## src/rtl/instruction_decoder.sv

```systemverilog
// Registered XM-23 instruction decoder: classifies a 16-bit word into an opcode index and operand fields.
// Optional macro IDEC_STRICT_EN: reserved bits (SWAP/SWPB/SXT Instr[6]) must be 0 or the word is illegal.
module instruction_decoder (
    input  logic        Clock,
    input  logic        Reset,
    input  logic [15:0] Instr,
    input  logic        E,
    input  logic        FLTi,
    output logic [6:0]  OP,
    output logic [12:0] OFF,
    output logic [3:0]  C,
    output logic [2:0]  T,
    output logic [2:0]  F,
    output logic [2:0]  PR,
    output logic [3:0]  SA,
    output logic [4:0]  PSWb,
    output logic [2:0]  DST,
    output logic [2:0]  SRCCON,
    output logic        WB,
    output logic        RC,
    output logic [7:0]  ImByte,
    output logic        PRPO,
    output logic        DEC,
    output logic        INC,
    output logic        FLTo
);

    localparam logic [6:0] OP_NONE = 7'h7F;

    function automatic logic [12:0] sext10(input logic signed [9:0] v);
        logic signed [12:0] w;
        w = 13'(v);
        return w;
    endfunction

    function automatic logic [12:0] sext7(input logic signed [6:0] v);
        logic signed [12:0] w;
        w = 13'(v);
        return w;
    endfunction

    logic [6:0]  op_p0;
    logic [12:0] off_p0;
    logic [3:0]  c_p0, sa_p0;
    logic [2:0]  t_p0, f_p0, pr_p0, dst_p0, srccon_p0;
    logic [4:0]  pswb_p0;
    logic [7:0]  imbyte_p0;
    logic        wb_p0, rc_p0, prpo_p0, dec_p0, inc_p0;
    logic        illegal_p0, flt_p0;
    logic        rsv_bad;

`ifdef IDEC_STRICT_EN
    assign rsv_bad = Instr[6];
`else
    assign rsv_bad = 1'b0;
`endif

    always_comb begin
        op_p0 = OP_NONE; off_p0 = '0; c_p0 = '0; t_p0 = '0; f_p0 = '0;
        pr_p0 = '0; sa_p0 = '0; pswb_p0 = '0; dst_p0 = '0; srccon_p0 = '0;
        wb_p0 = 1'b0; rc_p0 = 1'b0; imbyte_p0 = '0;
        prpo_p0 = 1'b0; dec_p0 = 1'b0; inc_p0 = 1'b0;
        illegal_p0 = 1'b0;
        case (Instr[15:13])
            3'b000: begin
                op_p0  = 7'd0;
                off_p0 = Instr[12:0];
            end
            3'b001: begin
                op_p0  = 7'd1 + {4'd0, Instr[12:10]};
                off_p0 = sext10(Instr[9:0]);
            end
            3'b010: begin
                if (!Instr[12]) begin
                    if (Instr[11:8] < 4'd12) begin
                        op_p0 = 7'd9 + {3'd0, Instr[11:8]};
                        rc_p0 = Instr[7]; wb_p0 = Instr[6];
                        srccon_p0 = Instr[5:3]; dst_p0 = Instr[2:0];
                    end else if (Instr[11:8] == 4'd12) begin
                        if (!Instr[7]) begin
                            op_p0 = 7'd21; wb_p0 = Instr[6];
                            srccon_p0 = Instr[5:3]; dst_p0 = Instr[2:0];
                        end else if (!Instr[6] && !rsv_bad) begin
                            op_p0 = 7'd22;
                            srccon_p0 = Instr[5:3]; dst_p0 = Instr[2:0];
                        end else begin
                            illegal_p0 = 1'b1;
                        end
                    end else if (Instr[11:8] == 4'd13) begin
                        // Single-operand and PSW-control group share the 0100 1101 prefix
                        if (!Instr[7]) begin
                            case (Instr[5:3])
                                3'b000: begin op_p0 = 7'd23; wb_p0 = Instr[6]; dst_p0 = Instr[2:0]; end
                                3'b001: begin op_p0 = 7'd24; wb_p0 = Instr[6]; dst_p0 = Instr[2:0]; end
                                3'b011: begin op_p0 = 7'd25; dst_p0 = Instr[2:0]; illegal_p0 = rsv_bad; end
                                3'b100: begin op_p0 = 7'd26; dst_p0 = Instr[2:0]; illegal_p0 = rsv_bad; end
                                default: illegal_p0 = 1'b1;
                            endcase
                        end else if (Instr[7:3] == 5'b10000) begin
                            op_p0 = 7'd27; pr_p0 = Instr[2:0];
                        end else if (Instr[7:4] == 4'b1001) begin
                            op_p0 = 7'd28; sa_p0 = Instr[3:0];
                        end else if (Instr[7:5] == 3'b101) begin
                            op_p0 = 7'd29; pswb_p0 = Instr[4:0];
                        end else if (Instr[7:5] == 3'b110) begin
                            op_p0 = 7'd30; pswb_p0 = Instr[4:0];
                        end else begin
                            illegal_p0 = 1'b1;
                        end
                    end else begin
                        illegal_p0 = 1'b1;
                    end
                end else begin
                    case (Instr[11:10])
                        2'b00: begin
                            op_p0 = 7'd31;
                            c_p0 = Instr[9:6]; t_p0 = Instr[5:3]; f_p0 = Instr[2:0];
                        end
                        2'b01: illegal_p0 = 1'b1;
                        default: begin
                            op_p0 = Instr[10] ? 7'd33 : 7'd32;
                            prpo_p0 = Instr[9]; dec_p0 = Instr[8]; inc_p0 = Instr[7];
                            wb_p0 = Instr[6]; srccon_p0 = Instr[5:3]; dst_p0 = Instr[2:0];
                        end
                    endcase
                end
            end
            3'b011: begin
                op_p0 = 7'd34 + {5'd0, Instr[12:11]};
                imbyte_p0 = Instr[10:3]; dst_p0 = Instr[2:0];
            end
            default: begin
                op_p0  = Instr[14] ? 7'd39 : 7'd38;
                off_p0 = sext7(Instr[13:7]);
                wb_p0 = Instr[6]; srccon_p0 = Instr[5:3]; dst_p0 = Instr[2:0];
            end
        endcase

        // Fault wins over any partial decode: only OP and FLTo carry information
        flt_p0 = illegal_p0 | FLTi;
        if (flt_p0) begin
            op_p0 = OP_NONE; off_p0 = '0; c_p0 = '0; t_p0 = '0; f_p0 = '0;
            pr_p0 = '0; sa_p0 = '0; pswb_p0 = '0; dst_p0 = '0; srccon_p0 = '0;
            wb_p0 = 1'b0; rc_p0 = 1'b0; imbyte_p0 = '0;
            prpo_p0 = 1'b0; dec_p0 = 1'b0; inc_p0 = 1'b0;
        end
    end

    // Stage p0 -> registered outputs
    always_ff @(posedge Clock or posedge Reset) begin
        if (Reset) begin
            OP <= OP_NONE; OFF <= '0; C <= '0; T <= '0; F <= '0;
            PR <= '0; SA <= '0; PSWb <= '0; DST <= '0; SRCCON <= '0;
            WB <= 1'b0; RC <= 1'b0; ImByte <= '0;
            PRPO <= 1'b0; DEC <= 1'b0; INC <= 1'b0; FLTo <= 1'b0;
        end else if (E) begin
            OP <= op_p0; OFF <= off_p0; C <= c_p0; T <= t_p0; F <= f_p0;
            PR <= pr_p0; SA <= sa_p0; PSWb <= pswb_p0; DST <= dst_p0; SRCCON <= srccon_p0;
            WB <= wb_p0; RC <= rc_p0; ImByte <= imbyte_p0;
            PRPO <= prpo_p0; DEC <= dec_p0; INC <= inc_p0; FLTo <= flt_p0;
        end
    end

endmodule

```

## config.mk

```make
export PLATFORM = sky130hd
export DESIGN_NAME = instruction_decoder
export DESIGN_NICKNAME = d
export VERILOG_FILES = /design/src/rtl/instruction_decoder.sv
export SDC_FILE = /design/constraint.sdc
export NUM_CORES = 1
export LEC_CHECK = 0
export CAP_MARGIN = 25
export CORE_MARGIN = 3
export CORE_UTILIZATION = 50
export CTS_CLUSTER_SIZE = 12
export DETAILED_ROUTE_END_ITERATION = 10
export PLACE_DENSITY = 0.82
export SLEW_MARGIN = 20
export SYNTH_ARGS = -nofsm -noshare
export SYNTH_HDL_FRONTEND = slang
export SYNTH_SLANG_ARGS = --single-unit
```

## constraint.sdc

```tcl
create_clock -name Clock -period 2.87 [get_ports Clock]
set_input_delay 0.7175 -clock Clock [delete_from_list [all_inputs] [get_ports Clock]]
set_output_delay 0.7175 -clock Clock [all_outputs]
set_load 0.01 [all_outputs]
```

Word-level counts from Yosys, hierarchy flattened. Cells that the tools add are included.

Output and inout port bits: 62. Bits in registers: 62. Input bits: 20. Logic and storage cells: 164.

Bitwise logic cells: 1. $add $sub $neg: 3. $lt $le $gt $ge: 1. Equality and inequality tests: 13. Reduce and logical (&&, ||, !) cells: 9. Mux-type cells: 120.

Operator list (count): two-way mux 3 bit (33); two-way mux 7 bit (12); one-hot mux 7 bit (4 select lines) (2); two-way mux 5 bit (11); two-way mux 4 bit (13); two-way mux 1 bit (41); one-hot mux 13 bit (3 select lines) (1); two-way mux 8 bit (2); one-hot mux 7 bit (2 select lines) (1); two-way mux 13 bit (1); equality test 4 bit, second input constant (3); one-hot mux 3 bit (2 select lines) (2); equality test 3 x 2 -> 1 bit, second input constant (3); equality test 3 bit, second input constant (3); OR reduction 2 bit (4); adder 6 x 2 -> 7 bit, first input constant (1); equality test 3 x 1 -> 1 bit, second input constant (2); logical NOT 3 bit (2); adder 4 x 4 -> 5 bit, first input constant (1); equality test 5 bit, second input constant (1); adder 1 x 3 -> 4 bit, first input constant (1); < comparator 4 bit, second input constant (1); OR reduction 4 bit (1); OR reduction 3 bit (1); 4 further kinds (4).

Logic depth before layout (Yosys ltp).
Depth after elaboration: 13. Depth in mapped cells: 8. Depth with buffers taken out: 7.

Worst setup path after synthesis. No wires, ideal clock.

Path type: input to register. Start point: input port Instr[10]. End point: register OP[2]. Setup time: 0.083 ns. Slack: 0.593 ns. Arrival time: 2.194 ns. Stages: 7. Required time: 2.787 ns. Path buffers: 1. Path through: clkbuf_1 > inv_1 > ha_1 > nor3b_1 > nand2b_1 > a221oi_1 > o32a_1.

Cells in the longest elaborated chain, start to end: 8. Elaborated cells on any way between the ends: 21. Classes of those cells: 2 x add/sub; 1 x order compare; 3 x eq/ne; 13 x mux; 1 x bitwise; 1 x reduce/logical.

Ends and longest elaborated chain: start, declared (RTL line 6) `input logic [15:0] Instr,`; parallel branches: the longest is 7 deep, another holds adder 4 x 4 -> 5 bit; two-way mux 7 bit (*) (RTL line 141) `if (flt_p0) begin`; end signal, assigned (RTL line 157) `OP <= op_p0; OFF <= off_p0; C <= c_p0; T <= t_p0; F <= f_p0;`; end, declared (RTL line 9) `output logic [6:0] OP,`.

Mark *: on every way between the ends. A chain may end at the register's enable or synchronous reset.

Final worst setup path.
Start point: input port Instr[9]. End point: register SA[1].

Cells in the longest elaborated chain, start to end: 8. Elaborated cells on any way between the ends: 15. Classes of those cells: 1 x order compare; 2 x eq/ne; 11 x mux; 1 x bitwise.

Ends and longest elaborated chain: equality test 4 bit (RTL line 89) `end else if (Instr[11:8] == 4'd13) begin`; two-way mux 1 bit (RTL line 89); two-way mux 1 bit (RTL line 79) `end else if (Instr[11:8] == 4'd12) begin`; two-way mux 1 bit (RTL line 75) `if (Instr[11:8] < 4'd12) begin`; two-way mux 1 bit (RTL line 74) `if (!Instr[12]) begin`; two-way mux 1 bit (RTL line 64) `case (Instr[15:13])`; OR 1 bit (RTL line 140) `flt_p0 = illegal_p0 | FLTi;`; two-way mux 4 bit (*) (RTL line 141); end signal, assigned (RTL line 158) `PR <= pr_p0; SA <= sa_p0; PSWb <= pswb_p0; DST <= dst_p0; SRCCON <= srccon_p0;`; end, declared (RTL line 15) `output logic [3:0] SA,`.

Mark *: on every way between the ends. The rest lies on a longest branch, timed or not.

==> impl_metrics.csv <==
group,metric,value,unit
placement,gp_congestion,0.892,
worst_hold_path,hold_class,"flip-flop to flip-flop",
sta,period_minus_slack,2530,ps
sta,hold_ws,494,ps
global_route,total_routing_usage_gr,26.8,%
layout,share_of_post_route_cells_with_drive_strength_above_1,15.3,%
sta,finalCritPeriodShare,88.3,%
worst_setup_path,worst-endpoint-required,3120,ps
clocking,cts-root-buf,"sky130_fd_sc_hd__clkbuf_8",
layout,antenna-diode-count,0,
synthesis,ys_ff_latch,62,
sta,timing.clock.skew,0,ps
synthesis,synth_compound_gate_area_share,23.1,%
synthesis,adder_cell_area_share_of_the_yosys_netlist,2.58,%
detailed_routing,route.vias.total,3149,
floorplan,die_height,88.4,um
layout,layout-area-overhead-vs-synth,38.1,%
clocking,cts_hold_buffers,0,
sta,rsz_0062_raised_after_global_routing,"false",
synthesis,ys_warn_count,0,
sta,finalHoldViolations,0,
sta,report.final.setup_viol,0,
global_route,number_of_antenna_violations_at_the_first_check_in_global_routing,0,
flow_run,max_cap_violations,0,
layout,regArea,1560,um2
synthesis,mappedNetlistNets,387,
layout,multi_input_comb_area,1480,um2
layout,num-fill-cells,481,
worst_setup_path,worstSetupEndpointType,"flip-flop",
clocking,insertion_delay,350,ps
floorplan,design.die.area,7810,um2
synthesis,post-synth-top-area-cell,"sky130_fd_sc_hd__dfrtp_1",
floorplan,initial_core_util,52.5,%
detailed_routing,wl_per_cell,18.0,um
layout,nNetsFinal,485,
detailed_routing,drt_iter0_drc,248,
synthesis,synth_mux_area_share,1.55,%
floorplan,floorplan.io_pins,82,
clocking,cts_made_buffers,9,
synthesis,synth_area_leaders,"sky130_fd_sc_hd__dfrtp_1 41%, sky130_fd_sc_hd__inv_1 5.6%, sky130_fd_sc_hd__dfstp_2 5.4%",
worst_setup_path,worst-endpoint-arrival,2780,ps
floorplan,core_area,6460,um2
layout,layout.cells.non_filler,540,
detailed_routing,detailed_router_iteration_count_before_antenna_repair,5,
synthesis,synth_top_family_by_area,"compound AO/OA/AOI/OAI gates",
placement,placed_cells,524,
detailed_routing,final_antenna_net_count,0,
clocking,post_cts_resized,0,
worst_setup_path,worstSetupPathType,"primary input to flip-flop",
power,total_leakage_power,1.97,nW
global_route,first_global_vias,3131,
placement,detailedPlacementHpwl,6970,um
sta,timing.slew.headroom,64.4,%
clocking,clkSlewWorstSetupHoldPaths,70,ps
global_route,grt_first_pass_wirelength,16100,um
synthesis,post_synth.cell_area_avg,9.42,um2
clocking,cts.htree.levels,3,
synthesis,syn_area,3390,um2
status,status,"finished clean",
synthesis,portion_of_the_post_synthesis_area_used_by_sequential_elements,46.0,%
synthesis,post_synthesis_share_of_cell_area_spent_on_and_or_nand_and_nor_gates,15.4,%
layout,most-common-layout-cells,"80 x sky130_fd_sc_hd__clkdlybuf4s50_1, 55 x sky130_fd_sc_hd__dfrtp_1, 50 x sky130_fd_sc_hd__inv_1",
power,power.density,474,nW/um2
floorplan,fp.dieW,88.4,um
detailed_routing,drt_wl_total,9730,um
clocking,tritoncts_clock_tree,"done",
detailed_routing,vias_per_instance,5.83,
power,worst_ir_drop_vdd,265,uV
layout,layout.cells.most_common,"sky130_fd_sc_hd__clkdlybuf4s50_1",
global_route,grt_max_degree,63,
detailed_routing,remaining_drc_errors,0,
sta,final-max-slew-violation-count,0,
synthesis,synth_cell_type_count,47,
floorplan,row_count,29,
clocking,ctsLongestPathBuffers,2,
clocking,postCtsSetupBuffers,0,
synthesis,postSynthCellCount,360,
placement,io_buffer_count,81,
worst_setup_path,timing.critical_path.from_type,"primary input",
synthesis,post_synth_xor_area_fraction,1.03,%
worst_setup_path,critical_path_peak_fanout,7,
sta,worst_slew_pin_tran,529,ps
global_route,grt_overflow,0,
sta,max_clock_freq,0.395,GHz
power,fin_total_pwr,2.22,mW
synthesis,synth_top_cell_area_share,40.6,%
clocking,cts_num_sinks,62,
[state kept, by name (all words and copies together) (netlist names)]
name	count
ImByte	8
FLTo	1
PSWb	5
RC	1
OP	7
SA	4
PR	3
T	3
SRCCON	3
F	3
WB	1
OFF	13
C	4
DST	3
PRPO	1
DEC	1
INC	1
[per-stage QoR]
step	cell area [um2]	TNS (ps)	setup slack, ps	utilization, %
after floorplan	3390	0	593	-
after global placement	4460	0	58.0	69.0
after detailed placement	4460	-153	-41.9	69.0
after CTS	4680	0	320	72.5
after global routing	4680	0	151	72.5
final	4680	0	336	72.5
[path summary, 6_finish.rpt]
check	slack, ps	end	cells after the start	from
worst min register to register	490	OP[6]	2	OP[6]
min in group asynchronous	730	C[0]	3	Reset
worst max-delay path	340	SA[1]	7	Instr[9]
max in group asynchronous	1820	OP[3]	3	Reset
worst max register to register	2050	OP[0]	2	OP[0]
worst min-delay path	490	OP[6]	2	OP[6]
[worst max-delay path: stages]
cell	delay [ps]
sky130_fd_sc_hd__clkdlybuf4s50_1	500
sky130_fd_sc_hd__inv_1	60
sky130_fd_sc_hd__ha_1	210
sky130_fd_sc_hd__nand3b_1	210
sky130_fd_sc_hd__nand2b_1	200
sky130_fd_sc_hd__or3_1	520
sky130_fd_sc_hd__o41ai_2	360
[layout make-up]
type / instances / area share (%)
well taps: 77 / 2.06
flip-flops and latches: 62 / 33.3
repair buffers: 116 / 24.2
inverters: 51 / 4.09
clock buffers: 11 / 3.02
multi-input cells: 218 / 31.6
clock inverters: 5 / 1.74
[cells in the mapped netlist, drive strengths merged]
master   number
nand4         1
a2111oi       1
o311a         1
a211oi        3
or3           3
nor2         19
nand2        44
a21boi        2
buf          11
nand3         4
xnor2         4
o21a          1
o32ai        19
a21oi         4
nand2b       21
o31ai         1
a221oi        1
nor3b         3
a31oi         2
o211ai        2
mux2i         4
dfstp         7
o311ai        1
ha            7
a21o          1
o22a          6
o21ai        12
nor2b         2
dfrtp        55
o32a          1
or4b          1
o41ai        11
nand3b        4
inv          51
clkbuf       18
and2          2
a22o          3
o22ai        27
[kinds of logic (layout without fill, tap and decap cells)]
kind of cell	after synthesis	count (layout)
fa+ha+maj	7	7
compound gates	99	99
buf+inv	80	183
simple gates	104	104
mux	4	4
xor+xnor	4	4
flops	62	62
[power by group]
group	total (mW)	internal [mW]	switching (mW)
clock	0.882	0.514	0.367
sequential	0.936	0.915	0.0212
combinational	0.401	0.190	0.211
[per-layer routing]
metal	global-route usage (%)	routed length (um)
met2	41.7	4670
met4	10.3	205
met3	4.84	588
met5	0	0
met1	37.4	4260
(Power assumes the default switching activity.)
